File: src/rtl/serial_subtractor.sv
// Bit-serial unsigned/two's-complement subtractor: one bit per clock, LSB first,
// with registered difference, borrow-out and signed-overflow results.
module serial_subtractor #(
    parameter int WIDTH = 8
) (
    input  logic             i_clk,
    input  logic             i_reset_n,
    input  logic             i_start,
    input  logic [WIDTH-1:0] i_a,
    input  logic [WIDTH-1:0] i_b,
    output logic [WIDTH-1:0] o_diff,
    output logic             o_borrow,
    output logic             o_overflow,
    output logic             o_busy,
    output logic             o_done
);

    localparam int CNT_W = $clog2(WIDTH);

    typedef enum logic [1:0] {
        IDLE  = 2'd0,
        SHIFT = 2'd1,
        DONE  = 2'd2
    } state_t;

    state_t           state_reg, state_next;
    logic [CNT_W-1:0] cnt_reg;
    logic [WIDTH-1:0] a_sr_reg;
    logic [WIDTH-1:0] b_sr_reg;
    logic             borrow_reg;
    logic [WIDTH-1:0] diff_reg;
    logic             borrow_out_reg;
    logic             overflow_reg;

    logic             diff_bit;
    logic             borrow_next;
    logic             last_bit;

    always_ff @(posedge i_clk or negedge i_reset_n) begin
        if (!i_reset_n) begin
            state_reg <= IDLE;
        end else begin
            state_reg <= state_next;
        end
    end

    always_comb begin
        state_next  = state_reg;
        o_busy      = 1'b0;
        o_done      = 1'b0;
        diff_bit    = a_sr_reg[0] ^ b_sr_reg[0] ^ borrow_reg;
        borrow_next = (~a_sr_reg[0] & b_sr_reg[0]) | (~(a_sr_reg[0] ^ b_sr_reg[0]) & borrow_reg);
        last_bit    = (cnt_reg == CNT_W'(WIDTH - 1));
        case (state_reg)
            IDLE: begin
                if (i_start) begin
                    state_next = SHIFT;
                end
            end
            SHIFT: begin
                o_busy = 1'b1;
                if (last_bit) begin
                    state_next = DONE;
                end
            end
            DONE: begin
                o_done     = 1'b1;
                state_next = IDLE;
            end
            default: begin
                state_next = IDLE;
            end
        endcase
    end

    // The minuend register doubles as the result shift register: each consumed
    // LSB is replaced by a difference bit entering from the MSB side.
    always_ff @(posedge i_clk or negedge i_reset_n) begin
        if (!i_reset_n) begin
            cnt_reg        <= '0;
            a_sr_reg       <= '0;
            b_sr_reg       <= '0;
            borrow_reg     <= 1'b0;
            diff_reg       <= '0;
            borrow_out_reg <= 1'b0;
            overflow_reg   <= 1'b0;
        end else begin
            case (state_reg)
                IDLE: begin
                    if (i_start) begin
                        a_sr_reg   <= i_a;
                        b_sr_reg   <= i_b;
                        borrow_reg <= 1'b0;
                        cnt_reg    <= '0;
                    end
                end
                SHIFT: begin
                    a_sr_reg   <= {diff_bit, a_sr_reg[WIDTH-1:1]};
                    b_sr_reg   <= {1'b0, b_sr_reg[WIDTH-1:1]};
                    borrow_reg <= borrow_next;
                    if (last_bit) begin
                        // On the final bit, a_sr_reg[0]/b_sr_reg[0] are the operand sign bits.
                        diff_reg       <= {diff_bit, a_sr_reg[WIDTH-1:1]};
                        borrow_out_reg <= borrow_next;
                        overflow_reg   <= (a_sr_reg[0] != b_sr_reg[0]) && (diff_bit != a_sr_reg[0]);
                    end else begin
                        cnt_reg <= cnt_reg + CNT_W'(1);
                    end
                end
                default: begin
                end
            endcase
        end
    end

    assign o_diff     = diff_reg;
    assign o_borrow   = borrow_out_reg;
    assign o_overflow = overflow_reg;

endmodule

File: config.mk
export PLATFORM = sky130hd
export DESIGN_NAME = serial_subtractor
export DESIGN_NICKNAME = d
export VERILOG_FILES = /design/src/rtl/serial_subtractor.sv
export SDC_FILE = /design/constraint.sdc
export NUM_CORES = 1
export LEC_CHECK = 0
export CORE_MARGIN = 5
export CORE_UTILIZATION = 54
export CTS_CLUSTER_DIAMETER = 40
export DETAILED_ROUTE_END_ITERATION = 10
export PLACE_DENSITY = 0.88
export SETUP_SLACK_MARGIN = 0.2
export SLEW_MARGIN = 20
export SYNTH_ARGS = -nofsm -noshare
export SYNTH_HDL_FRONTEND = slang
export SYNTH_SLANG_ARGS = --single-unit
File: constraint.sdc
create_clock -name i_clk -period 2.2 [get_ports i_clk]
set_input_delay 0.44 -clock i_clk [delete_from_list [all_inputs] [get_ports i_clk]]
set_output_delay 0.44 -clock i_clk [all_outputs]
set_load 0.03 [all_outputs]
## Word-level counts from Yosys, hierarchy flattened

Index checks and enable logic that the tools add are counted.

- Bits in registers: 32
- Latch bits: 0
- Bits in writable memories: 0
- Bits in read-only memories: 0
- Input bits: 19
- Word-level logic and storage cells: 45
- Memories: 0

- Add/subtract/negate cells: 1
- Multipliers: 0
- Div/mod/pow operators: 0
- Magnitude comparators: 0
- Eq/ne operators: 8
- Shift operators: 0
- Muxes and demuxes: 14
- Bitwise operators: 7
- Reduce and logical (&&, ||, !) cells: 7

Operators with widths:

| cell | count |
|---|---|
| $pmux W8 S2 | 2 |
| $mux W8 | 2 |
| $mux W3 | 2 |
| $ne A2 B2 Y1 const B | 3 |
| $pmux W3 S2 | 1 |
| $reduce_and A2 Y1 | 3 |
| $mux W2 | 2 |
| $pmux W2 S2 | 1 |
| $add A3 B1 Y3 const B | 1 |
| $eq A3 B3 Y1 const B | 1 |
| $mux W1 | 3 |
| $reduce_and A3 Y1 | 1 |
| $and A1 B1 Y1 | 2 |
| $eq A2 B1 Y1 const B | 1 |
| $eq A2 B2 Y1 const B | 1 |
| $logic_not A2 Y1 | 1 |
| $ne A1 B1 Y1 | 2 |
| $not A1 Y1 | 2 |
| $pmux W1 S2 | 1 |
| $reduce_bool A2 Y1 | 1 |
| $xor A1 B1 Y1 | 2 |
| $logic_and A1 B1 Y1 | 1 |
| $or A1 B1 Y1 | 1 |

## Logic depth before layout (Yosys ltp)

Gate-level depths: netlist of the first run.

- Word-level depth: 5
- Depth in mapped cells: 6

## Worst setup path after synthesis of the first run

Ideal clock, no wire load.

- Path type: register to output
- From: reg state_reg[0]
- To: out o_done
- Arrival time: 1142 ps
- Required time: 1760 ps
- Slack: 618 ps
- Stages on the path, launching flop included: 4
- Path through: dfrtp_1 -> buf_6 -> buf_6 -> nor2_1

- Word-level cells in the longest chain between the ends: 2

Ends and longest elaborated chain:

| element | line | text |
|---|---|---|
| start, declared | 26 | `state_t state_reg, state_next;` |
| start signal, assigned | 43 | `state_reg <= state_next;` |
| $eq A2 B2 Y1 | 54 | `case (state_reg)` |
| $mux W1 | 54 |  |
| end, declared | 15 | `output logic o_done` |

No other way between the ends.

## Worst setup path after layout of the first run

- From: reg diff_reg[4] (netlist: o_diff[4])
- To: out o_diff[4]

RTL lines:

| element | line | text |
|---|---|---|
| start, declared | 31 | `logic [WIDTH-1:0] diff_reg;` |
| start signal, assigned | 103 | `diff_reg <= {diff_bit, a_sr_reg[WIDTH-1:1]};` |
| end, declared | 11 | `output logic [WIDTH-1:0] o_diff,` |

No word-level cell between the ends.

==> impl.org, run 1 <==
** Setup path
- Family of cells with the greatest summed delay on the critical path :: buffers and inverters
- Worst reg2reg setup slack :: 620 ps
- Critical path's slowest cell :: clkdlybuf4s50_1
- Worst-path cell chain :: clkdlybuf4s50_1
- Critical path endpoint category :: output pin
- Startpoint type of the worst setup path :: register
- By startpoint and endpoint, the worst setup path is classified as register to output pin.
- Together, buffers and inverters on the worst path number 1.
- Data on the critical path arrives at its endpoint at between 1000 and 1500 ps.
- For this run, the slowest stage of the critical path takes a little under 700 ps.
- Top fanout value on the critical path :: 2
- STA puts the critical path data required time at 1760 ps.

** Clocking
- TritonCTS built the clock tree.
- The tree is rooted in a clkbuf_4.
- Clock Pin Slew Worst Setup and Hold Paths :: 100 ps
- Number of setup buffers added after CTS :: 0
- The clock passes through at most 2 buffers.
- TritonCTS buffer count :: 5
- Insertion delay to the later sink of the worst-skew pair :: 330 ps
- In this run, post-CTS hold repair placed 0 buffers.
- The H-tree was split into 2 levels.
- Clk sinks :: 32

** Global routing
- Global route overflow :: 0
- The number of antenna violations at the first check in global routing is 0.
- The first global-routing pass estimated slightly below 6 mm of wire.
- Vias in the first global route :: 1,229
- Entering global routing, the biggest net connects 34 pins.
- Global routing used 18.52% of the available tracks across all layers.

** Final layout
- Filler cell count :: 209
- 0 antenna diodes ended up in the layout.
- After the last flow step, the layout net total stands at 196.
- Sequential cell area in the final layout :: approximately 800 µm²
- The area growth from synthesis to layout is 21.96%.
- Fin area :: 1918 µm²
- Multi-input logic area :: 664.4 µm²
- Layout Utilization :: 68.96%
- Share of cells above drive strength 1 :: 15.61%

** Synth
- Average size of a mapped cell :: between 10 and 15 µm²
- The synthesized netlist contains 30 unique library cells.
- Yosys synthesis warning count :: 0
- Syn Inst Count :: 140
- Portion of the post-synthesis area used by sequential elements :: 50.91%
- Net count of the mapped netlist :: 163
- Synthesis inferred 32 register bits.
- Cell area after synthesis :: ~1600 µm²

** Floorplan
- Chip height :: between 60 and 70 µm
- Row generation in the floorplan step produced 19 rows.
- The die covers 4092 µm².
- The die is 63.97 µm wide.
- During I/O placement, the number of pins put on the boundary was 31.
- The core region is approximately 2800 µm².
- For this configuration, the core starts out at a cell density of 56.55%.

** Timing
- Post-Route Setup TNS :: 0 ps
- Static timing analysis puts the maximum clock frequency at about 550 MHz.
- Setup repair after global routing missed its margin :: no
- Worst max-slew margin expressed relative to the limit :: a little under two thirds
- Tmin final :: 1828 ps
- The count of pins over their slew limit was 0.
- In the finished design, the share of the clock period the worst path needs comes to a little over 80%.
- Number of hold-slack violations in the final timing report :: 0
- Worst-Margin Slew :: 550.0 ps
- Final number of setup-violating endpoints :: 0
- Final setup skew :: 9.542 ps

** Place
- DP Wirelength :: 2.438 mm
- In this run the cell area measured after placement is 1873 µm².
- Routability-driven placement finished with a final weighted congestion of 0.8271.
- In this run the tool buffered the top-level ports with 30 buffer cells.

** Power and ir drop
- Summed over all nets, the switching power comes to 1.109 mW.
- The share of total power dissipated in the clock network is 11.0%.
- Part of the power in registers :: 39.9%
- Switching Share :: 40.36%
- Internal Pwr Total :: 1.639 mW
- Leakage power :: 0.8463 nW
- Part of the total power dissipated in combinational logic :: 49.1%
- Power density over the cells :: 1433 nW/µm²
- Worst supply voltage drop on vdd :: about 1.1 mV

** Detailed routing
- Post-route DRC violation count :: 0
- DRT Pass-1 Iters :: 4
- Detailed routing inserted a total of 1,228 vias.
- The routed design has 3.387 mm of wire.
- Drt first-iter violations :: 67
- In the routed layout, each cell is associated on average with a via count of between 6 and 7.
- The detail route stage leaves a number of antenna-violating nets equal to 0.
- In the final routed layout, each cell accounts on average for 16.60 µm.

** Status
- The run finished with clean final reports.

** Flow run
- Max-cap viol count :: 0

** Worst hold path
- The min-delay analysis places its worst path in the category input port to async pin.
-- stage by stage --
step / setup slack [ps] / cells / power (mW) / hold slack, ps
after global routing: 231.4 / 204 / 2.964 / 521.0
final: 372.1 / 204 / 2.748 / 492.6
after global placement: 293.8 / 197 / 2.380 / 464.5
after detailed placement: 223.8 / 197 / 2.459 / 485.1
after CTS: 346.6 / 204 / 2.776 / 486.4
after floorplan: 618.2 / 140 / 2.062 / 144.4
-- cells by family (layout without fill, tap and decap cells) --
family | after synthesis | count (layout) | share of synthesized area (%)
buffers and inverters | 17 | 50 | 6.841
DFF | 32 | 32 | 50.92
xor gates and xnor gates | 1 | 1 | 0.5570
AOI/OAI and AO/OA | 31 | 31 | 14.08
muxes | 10 | 10 | 8.273
adders and majority gates | 4 | 4 | 3.660
and+or+nand+nor | 45 | 45 | 15.67
-- synth_stat cells --
library cell,number,share of area (%)
dfrtp_1,32,51
nor3_1,26,8.3
o22ai_1,13,5.2
nor2_1,8,1.9
inv_1,7,1.7
a22o_1,6,3.3
mux2_4,5,4.8
buf_6,4,2.9
mux2_2,4,2.9
o32ai_1,4,2.2
buf_4,3,1.4
ha_1,3,2.4
nand2_1,3,0.72
a21oi_1,2,0.64
buf_2,2,0.64
nand2b_1,2,0.80
o21ai_0,2,0.64
o31ai_1,2,0.95
clkbuf_1,1,0.24
fa_1,1,1.3
mux2i_1,1,0.64
nand2_2,1,0.40
nand3b_4,1,1.3
nor3_2,1,0.64
nor4bb_1,1,0.64
o211ai_2,1,0.80
o21ai_1,1,0.32
or2_2,1,0.40
or4b_1,1,0.64
xor2_1,1,0.56
-- metal layers --
layer	GRT usage [%]	up-vias	part of all wire, %
met3	7.881	3	7.8
li1	-	583	-
met5	0	-	0
met2	28.77	52	49
met1	23.76	590	42
met4	4.935	0	0.94
-- repair_timing --
item,4_1_cts,5_1_grt
setup endpoints to repair,1,0
resized for setup,1,0
endpoints found under the hold margin,0,0
-- power by group through the flow --
stage	clock network, mW	registers, mW	logic, mW
3_3_place_gp	0	1.08	1.30
5_1_grt	0.348	1.14	1.48
4_1_cts	0.317	1.10	1.36
3_5_place_dp	0	1.11	1.35
6_report	0.303	1.10	1.35
2_1_floorplan	0	1.23	0.837
-- final cells by class --
cell class                      instances  area share, %
Sequential cell                        32          41.75
Multi-Input combinational cell         91          34.64
Timing Repair Buffer                   36          17.81
Clock buffer                            6          2.153
Tap cell                               31          2.022
Inverter                                7          1.370
Clock inverter                          1         0.2609
-- worst paths after layout --
kind | startpoint | to | depth (start not counted)
worst max register to register | cnt_reg[1]$_DFFE_PN0P_ | o_diff[0]$_DFFE_PN0P_ | 4
worst min register to register | o_diff[7]$_DFFE_PN0P_ | o_diff[7]$_DFFE_PN0P_ | 2
worst min-delay path | i_reset_n | o_overflow$_DFFE_PN0P_ | 2
min in group i_clk | o_diff[7]$_DFFE_PN0P_ | o_diff[7]$_DFFE_PN0P_ | 2
worst max-delay path | o_diff[4]$_DFFE_PN0P_ | o_diff[4] | 1
max in group asynchronous | i_reset_n | a_sr_reg[1]$_DFFE_PN0P_ | 2
-- placed cells by master, fill, tap and decap left out, types with 2 or more instances in the layout --
cell             netlist  layout
nand2_1                3       3
ha_1                   3       3
a22o_1                 6       6
nor2_1                 8       8
clkbuf_4               0       5
o31ai_1                2       2
mux2_2                 4       4
buf_4                  3       7
inv_1                  7       7
o21ai_0                2       2
mux2_4                 5       5
nor3_1                26      26
o22ai_1               13      13
clkdlybuf4s50_1        0      28
nand2b_1               2       2
a21oi_1                2       2
o32ai_1                4       4
dfrtp_1               32      32
No activity file was read; power rests on OpenSTA's default activity.
==> run 2: changes to the inputs <==
Settings changed: CORE_UTILIZATION 54 to 51, PLACE_DENSITY 0.88 to 0.84.
Clock period 2.2 ns to 1.8 ns, I/O delays scaled along.
==> run 2 against run 1 <==
  * Total power rose by 27%
  * Utilization shrank 2.0 points
  * Clock skew grew 0.67 ps
  * Critical path type unchanged
  * Sequential share of layout area decreased by 1.8 points
  * Non-clock buffer count is 4 higher
  * Combinational power rose by 29%
  * Clock-buffer cell count is 2 higher
  * Setup slack got worse by 130 ps
  * Routed wire length grew 5.5%
  * Via count up 2.7%
==> impl.org, run 2 (synthesis results as in run 1) <==
** Status
- Status :: finished, final reports clean

** Setup path
- The arrival time at the worst endpoint came to 1190 ps (-200 ps).
- Critical path endpoint category :: output pin
- Crit path kind :: register to output pin
- Cells on worst reg2reg path :: 4 (unchanged)
- The critical path starts at state_reg[0]$_DFFE_PN0P_.
- Startpoint type of the worst setup path :: register
- The required time at the endpoint of the critical path is 1440 ps (-320 ps).
- The worst register-to-register path begins at cnt_reg[0]$_DFFE_PN0P_.
- The top fanout value on the critical path is 17 (+15).

** Timing
- Based on the critical path, the design can be clocked at up to 644.0 MHz.
- Tmin final :: 1553 ps
- The actual slew at the worst max-slew pin came to 542.0 ps (-7.942 ps).
- Final number of setup-violating endpoints :: 0 (unchanged)
- Post-Route Setup TNS :: 0 ps (unchanged)
- Dividing the final minimum period by the clock period gives 86.27%.
- Number of hold-slack violations in the final timing report :: 0 (unchanged)
- The worst max-slew margin expressed relative to the limit came to 63.87% (+0.53 points).
- Worst hold slack after final layout :: 408.4 ps (-84.21 ps)
- The clock tree skew after final layout came to 10.21 ps (+0.6670 ps).
- The minimum setup slack in the final design is 247.1 ps (-125.0 ps).
- The count of pins over their slew limit was 0 (unchanged).
- Setup repair after global routing could not meet its margin everywhere.

** Detailed routing
- Post-route DRC violation count :: 0 (unchanged)
- The routed length per instance was 16.85 µm (+1.5%).
- The final wirelength is 3.572 mm (+5.5%).
- The number of search-and-repair iterations in the first detailed-routing pass was 5 (+1).
- Post-detailed-route via-to-cell ratio :: 5.948 (-1.2%)
- The number of vias in the routed layout came to 1,261 (+2.7%).
- Drt first-iter violations :: 29 (-57%)
- The post-route antenna net violation count came to 0 (unchanged).

** Clocking
- The insertion delay of the later-clocked pin in the worst-skew pair is 330 ps (about the same).
- CTS H-tree depth :: 2 (unchanged)
- The CTS clock-pin slew for the worst setup and hold paths was 100 ps (about the same).
- Clk sinks :: 32 (unchanged)
- Clock tree synthesis selected as its root buffer the cell clkbuf_4.
- TritonCTS built the clock tree.
- The total clock buffers created by CTS came to 5 (unchanged).
- Maximum buffer depth of the clock tree :: 2 (unchanged)

** Floorplan
- The initial core utilization came to 52.37% (-4.2 points).
- The die outline area is 4294 µm² (+5.0%).
- DIE WIDTH :: 65.53 µm (+2.4%)
- Placeable Area :: 3003 µm² (+8.0%)
- The die outline height came to 65.53 µm (+2.4%).
- Top-level port count :: 31 (unchanged)
- Number of cell rows :: 20 (+1)

** Place
- Post-placement cell area :: 1876 µm² (+0.13%)
- The post-placement setup slack was 42.10 ps (-181.7 ps).
- The quantity of I/O buffers inserted on ports was 30 (unchanged).
- The half-perimeter wire length of the detailed placement result is 2.365 mm (-3.0%).
- Weighted congestion reported at the end of routability-driven placement :: 0.7427 (-10%)
- Inst Count DP :: 199 (+1.0%)

** Global routing
- The maximum number of pins on one net before global-route repair came to 35 (+2.9%).
- Global route overflow :: 0 (unchanged)
- The global-route usage over all layers is 18.09% (-0.43 points).
- Vias in the first global route :: 1,278 (+4.0%)
- Initial antenna violation count :: 0 (unchanged)
- Wire length of the first global-routing pass :: 5.775 mm (-2.8%)

** Worst hold path
- Worst hold-check path type :: input port to async pin

** Final layout
- Relative to the synthesized area, the layout overhead comes to 27.84%.
- Filler cell count :: 248 (+19%)
- The share of layout cells above drive strength 1 is 21.79% (+6.2 points).
- Antenna diode count :: 0 (unchanged)
- The post-layout instance count excluding filler cells was 212 (+3.9%).
- The library cell used most frequently in the layout, excluding fill and tap cells, is dfrtp_1.
- Fin area :: 2011 µm² (+4.8%)
- Commonest cells after routing, fill and taps aside :: dfrtp_1, nor3_1, clkdlybuf4s50_1
- Final layout net count :: 201 (+2.6%)

** Power and ir drop
- The power density of the placed cells is 1740 nW/µm² (+21%).
- Worst supply voltage drop on vdd :: 0.8681 mV (-24%)
- Leakage power :: 0.9007 nW (+6.4%)

** Flow run
- The reported max-cap violation count was 0 (unchanged).
[run 2: per-stage QoR]
stage / utilization, % / power, mW
detailed placement: 62.46 / 3.007
global route: 66.96 / 3.744
finish: 66.96 / 3.498
floorplan: - / 2.520
global placement: 62.46 / 2.894
CTS: 65.46 / 3.429
[run 2: layer usage]
metal,vias up,wire length [µm],global-route usage [%]
met5,-,0,0
met1,609,1567,23.15
met3,13,157,3.932
met2,45,1720,27.05
li1,594,-,-
met4,0,126,12.69
[run 2: path summary, 6_finish.rpt]
path	to	slack [ps]
worst max-delay path	o_busy	250
worst min-delay path	o_diff[7]$_DFFE_PN0P_	410
worst max register to register	o_diff[2]$_DFFE_PN0P_	290
worst min register to register	o_diff[7]$_DFFE_PN0P_	490
max in group asynchronous	a_sr_reg[0]$_DFFE_PN0P_	1070
min in group i_clk	o_diff[7]$_DFFE_PN0P_	490
[run 2: power by group]
| part | switching [mW] | internal (mW) | leakage [nW] |
|---|---|---|---|
| Sequential | 0.264 | 1.06 | 0.379 |
| Clock | 0.238 | 0.193 | 0.0326 |
| Combinational | 0.902 | 0.837 | 0.489 |
[run 2: critical path, cell delays in order, from the launching register on]
cell and delay [ps]:
dfrtp_2 460, buf_12 170, nand2b_4 70, inv_2 40, buf_6 120
[run 2: timing repair]
action                                  CTS  global route
pin swaps                                 1             2
setup buffers                             1             2
cloned                                    1             1
endpoints found under the hold margin     0             0
endpoints found under the setup margin   15             3
resized for setup                        18             6
hold buffers                              0             0
[run 2: layout make-up]
| cell class | instances | area, µm² | share of cell area (%) |
|---|---|---|---|
| timing repair buffer | 40 | 392.9 | 19.54 |
| inverter | 7 | 26.28 | 1.307 |
| multi-input combinational | 92 | 688.2 | 34.23 |
| clock buffer | 8 | 58.81 | 2.925 |
| tap | 33 | 41.29 | 2.054 |
| sequential | 32 | 803.3 | 39.95 |
==> edit 1, RTL diff (settings of run 1) <==
Change the parameter `WIDTH` from 8 to 4.
--- a/src/rtl/serial_subtractor.sv
+++ b/src/rtl/serial_subtractor.sv
@@ -1,7 +1,7 @@
 // Bit-serial unsigned/two's-complement subtractor: one bit per clock, LSB first,
 // with registered difference, borrow-out and signed-overflow results.
 module serial_subtractor #(
-    parameter int WIDTH = 8
+    parameter int WIDTH = 4
 ) (
     input  logic             i_clk,
     input  logic             i_reset_n,
Ports: changed (resized i_a, i_b and o_diff); port bits go from 31 to 19. The function was not compared with the original's and may differ.
==> edit 1 against run 1 <==
Maximum frequency fell by 1.6%. Power fell by 38%. Worst setup slack got worse by 30 ps. Clock skew fell by 9.0 ps. Final area fell by 40%. Sequential cell count fell by 13. Count of clock-buffer cells in the layout fell by 3. Synthesized area fell by 40%. Highest routed layer unchanged. Wire length fell by 42%. Synthesized cell count fell by 39%.
==> edit 1: results (changes against run 1) <==
Synth area leaders: dfrtp_1 (50%), o22ai_1 (7.9%), buf_6 (4.8%)
Int Pwr: 0.9688 mW (-41%)
Vias in the first global route: 719 (-41%)
Wirelength per Cell: 16.20 µm (-2.4%)
Share of layout cells above drive strength 1: 0.1524 (-0.003688)
Crit Path Max Fanout: 9 (+7)
Gpl congestion: 0.8048 (-2.7%)
Dpl ws: 302.2 ps (+78.39 ps)
Post-synthesis sequential area ratio: 0.5026 (-0.006503)
CTS Buf Count: 3 (-2)
GRT Total Usage: 0.1644 (-0.02077)
Max_slew headroom: 0.7169 (+0.08351)
Critical Path AT: 1420 ps (+30 ps)
Net Count, Synth: 99 (-39%)
Clock slew at reported path FFs: 110 ps
Drt initial violations: 28 (-58%)
Worst-skew pair later-pin latency: 300 ps (-30 ps)
Status: complete, no violations
Pin count of the biggest net entering global routing: 20 (-41%)
Global-route wire length before repair: 3325 µm (-44%)
Detailed-route vias per instance: 6.090 (+1.2%)
Post-synth top cells: dfrtp_1 (19), o22ai_1 (12), a21oi_1 (8), o21ai_0 (8), nand2_1 (6)
Cells after Synth: 85 (-39%)
Fill cells: 133 (-36%)
Post-DP Area: 0.001117 mm² (-40%)
Vias: 743 (-39%)
Worst clock skew: 0.5624 ps (-8.980 ps)
Unique masters post-synth: 23 (-23%)
H-tree Lvls: 1 (-1)
Detail Placement HPWL: 1453 µm (-40%)
## edit 1: per-stage QoR
step                power (mW)    util
global route             1.841  0.6770
detailed placement       1.547  0.6615
CTS                      1.715  0.6770
floorplan                1.282       -
finish                   1.707  0.6770
global placement         1.487  0.6615
## edit 1: final cells by class
class	instances	area, µm²	area share
timing repair buffer	20	192.7	0.1685
multi-input combinational	55	399.1	0.3490
clock buffer	3	22.52	0.01969
inverter	7	26.28	0.02298
sequential	19	476.7	0.4168
tap	17	21.27	0.01860
clock inverter	1	5.005	0.004376
## edit 1: routing by layer
| layer | GRT usage | wire [µm] |
|---|---|---|
| met4 | 0.05240 | 36 |
| met3 | 0.02865 | 128 |
| met5 | 0 | 0 |
| met2 | 0.2782 | 958 |
| met1 | 0.2114 | 853 |
## edit 1: power by group through the flow
stage	Combinational (mW)	Clock, mW	Sequential (mW)
after floorplan	0.567	0	0.715
after global placement	0.833	0	0.654
after detailed placement	0.872	0	0.675
after CTS	0.866	0.180	0.669
after global routing	0.951	0.192	0.698
final	0.856	0.179	0.672
## edit 1: critical path: stages (launching register included)
cell           delay, ps
dfrtp_2              510
nand2b_4             110
inv_2                 90
dlygate4sd2_1        400
## edit 1: kinds of logic (layout without fill, tap and decap cells)
family,count (synthesis),after routing,share of synthesized area
AND/OR/NAND/NOR,15,15,0.1045
AO/OA/AOI/OAI,33,33,0.2130
buffers and inverters,11,31,0.07539
adder cells (fa/ha/maj),3,3,0.04762
flip-flops,19,19,0.5026
multiplexers,3,3,0.04762
XOR/XNOR,1,1,0.009261
## edit 1: final timing paths
kind	start	end	slack (ps)	cells after the start
worst max-delay path	state_reg[0]	o_busy	340	3
worst min-delay path	i_reset_n	a_sr_reg[3]	460	2
worst max register to register	a_sr_reg[0]	o_overflow	640	4
worst min register to register	o_diff[3]	o_diff[3]	490	2
max in group asynchronous	i_reset_n	state_reg[0]	1530	2
min in group i_clk	o_diff[3]	o_diff[3]	490	2
==> edit 2, RTL diff (config.mk and constraints of run 1) <==
Without the edit above. Encoding of `state_t`: now one-hot (3 bits for 3 states).
--- a/src/rtl/serial_subtractor.sv
+++ b/src/rtl/serial_subtractor.sv
@@ -17,10 +17,10 @@
 
     localparam int CNT_W = $clog2(WIDTH);
 
-    typedef enum logic [1:0] {
-        IDLE  = 2'd0,
-        SHIFT = 2'd1,
-        DONE  = 2'd2
+    typedef enum logic [2:0] {
+        IDLE  = 3'b001,
+        SHIFT = 3'b010,
+        DONE  = 3'b100
     } state_t;
 
     state_t           state_reg, state_next;
Check against the original RTL: no difference found for any inputs over 10 cycles, from zero or initial values and one cycle with i_reset_n low; not proved beyond that.
==> edit 2 against run 1 <==
Critical endpoint is now o_busy. Largest power group is now sequential cells. Final area decreased by 2.7%. Sequential cell count increased by 1. Synthesized area decreased by 7.1%. Worst setup slack got worse by 85 ps. Critical path type unchanged. Non-clock buffer count unchanged. Global-route usage decreased by 1.3 points. Wire length decreased by 18%. Sequential share of layout area increased by 2.6 points. Power decreased by 26%. Clock power increased by 27%.
==> edit 2: results (changes against run 1) <==
Vias: 986 (-20%)
Post-DP Area: 0.001785 mm² (-4.7%)
Critical Path AT: 1470 ps (+80 ps)
Antenna violations before repair: 0 (unchanged)
Post-Synth Adder-Cell Area: 0.03938 (+0.002788)
Worst-skew pair later-pin latency: 330 ps (about the same)
Status: complete, no violations
Worst clock skew: 9.889 ps (+0.3462 ps)
Xor and xnor fraction of the mapped netlist area: 0.005993 (+0.0004243)
Unique masters post-synth: 24 (-20%)
Compound-Gate Fraction of Synth Area: 0.08048 (-0.06033)
Cells after Synth: 117 (-16%)
Post-synth top cells: dfrtp_1 (32), mux2i_1 (17), nand2_1 (16)
Worst min path class: input port to asynchronous set/reset pin
Met2 routed wirelength: 1411 µm (-15%)
Net Count, Synth: 140 (-14%)
VDD IR max: 0.8835 mV (-23%)
Ys async rst share: 1.000 (unchanged)
Post-synthesis sequential area ratio: 0.5659 (+0.05678)
Mux contribution to synthesized area: 0.1858 (+0.1031)
Clock slew at reported path FFs: 100 ps (about the same)
Largest family of logic cells by synthesized area: multiplexers
Detailed Route WL: 2781 µm (-18%)
Wirelength per Cell: 15.03 µm (-9.5%)
# diodes: 0 (unchanged)
LEAKAGE: 0.8653 nW (+2.2%)
Wl on met1: 1191 µm (-16%)
Global-route wire length before repair: 4581 µm (-23%)
Detail Placement HPWL: 2061 µm (-15%)
Dpl ws: 386.1 ps (+162.4 ps)
Port Buffers: 30 (unchanged)
Drt initial violations: 19 (-72%)
Synth area leaders: dfrtp_1 (55%), mux2i_1 (12%), mux2_2 (6.9%)
GRT met3 Usage: 0.08264 (+0.003836)
WL met3: 147 µm (-44%)
Crit Path Max Fanout: 14 (+12)
Vias in the first global route: 1052 (-14%)
Gpl congestion: 0.8030 (-2.9%)
Share of layout cells above drive strength 1: 0.1871 (+0.03103)
CTS Buf Count: 5 (unchanged)
Number of synthesized flops with an enable pin: 0 (unchanged)
Routing usage on met1: 0.1954 (-0.04211)
Nets: 177 (-9.7%)
GR Layer Usage met2: 0.2811 (-0.006623)
Post-CTS Hold Buffers: 0 (unchanged)
Root Buffer: clkbuf_4
Uppermost layer routed: met4
GRT Total Usage: 0.1725 (-0.01268)
Maxcap violations: 0 (unchanged)
Max_slew headroom: 0.6129 (-0.02050)
edit 2: cell count changes in the layout (fill, tap and decap cells not counted), moves of 4 or more:
cell,change
o22ai_1,-13
mux2i_1,+16
o32ai_1,-4
nor2_1,-5
mux2_2,+5
nor3_1,-26
o21ai_0,+13
nand2_1,+13
mux2_4,-5
inv_1,-4
edit 2: cells by family after synthesis:
family,count (synthesis)
AO/OA/AOI/OAI,20
multiplexers,26
adder cells (fa/ha/maj),4
flip-flops,33
buffers and inverters,10
AND/OR/NAND/NOR,23
XOR/XNOR,1
edit 2: what timing repair did:
action / 4_1_cts / 5_1_grt
setup endpoints to repair: 1 / 1
hold endpoints to repair: 0 / 0
setup buffers: 0 / 1
gates resized for setup: 1 / 2
edit 2: cell type report:
cell class                      instances  area [µm²]
Clock buffer                            7       65.06
Clock inverter                          1       5.005
Fill cell                             186       656.9
Inverter                                4       20.02
Multi-Input combinational cell         74       569.3
Sequential cell                        33       827.0
Tap cell                               30       37.54
Timing Repair Buffer                   36       341.6
edit 2: path summary, 6_finish.rpt:
check / slack (ps) / cells past startpoint / start / endpoint
worst max register to register: 390 / 5 / cnt_reg[0] / o_overflow
worst min-delay path: 490 / 2 / i_reset_n / cnt_reg[1]
min in group i_clk: 490 / 2 / b_sr_reg[1] / b_sr_reg[0]
worst max-delay path: 290 / 3 / state_reg[2] / o_busy
worst min register to register: 490 / 2 / b_sr_reg[1] / b_sr_reg[0]
max in group asynchronous: 1380 / 2 / i_reset_n / state_reg[0]
edit 2: power breakdown:
| group | internal [mW] | switching [mW] |
|---|---|---|
| clock network | 0.185 | 0.200 |
| logic | 0.338 | 0.353 |
| registers | 0.811 | 0.140 |
| total | 1.33 | 0.693 |
edit 2: worst max-delay path: stages, from the launching register on:
cell	delay [ps]
dfrtp_1	420
or3b_4	430
inv_6	130
buf_4	170
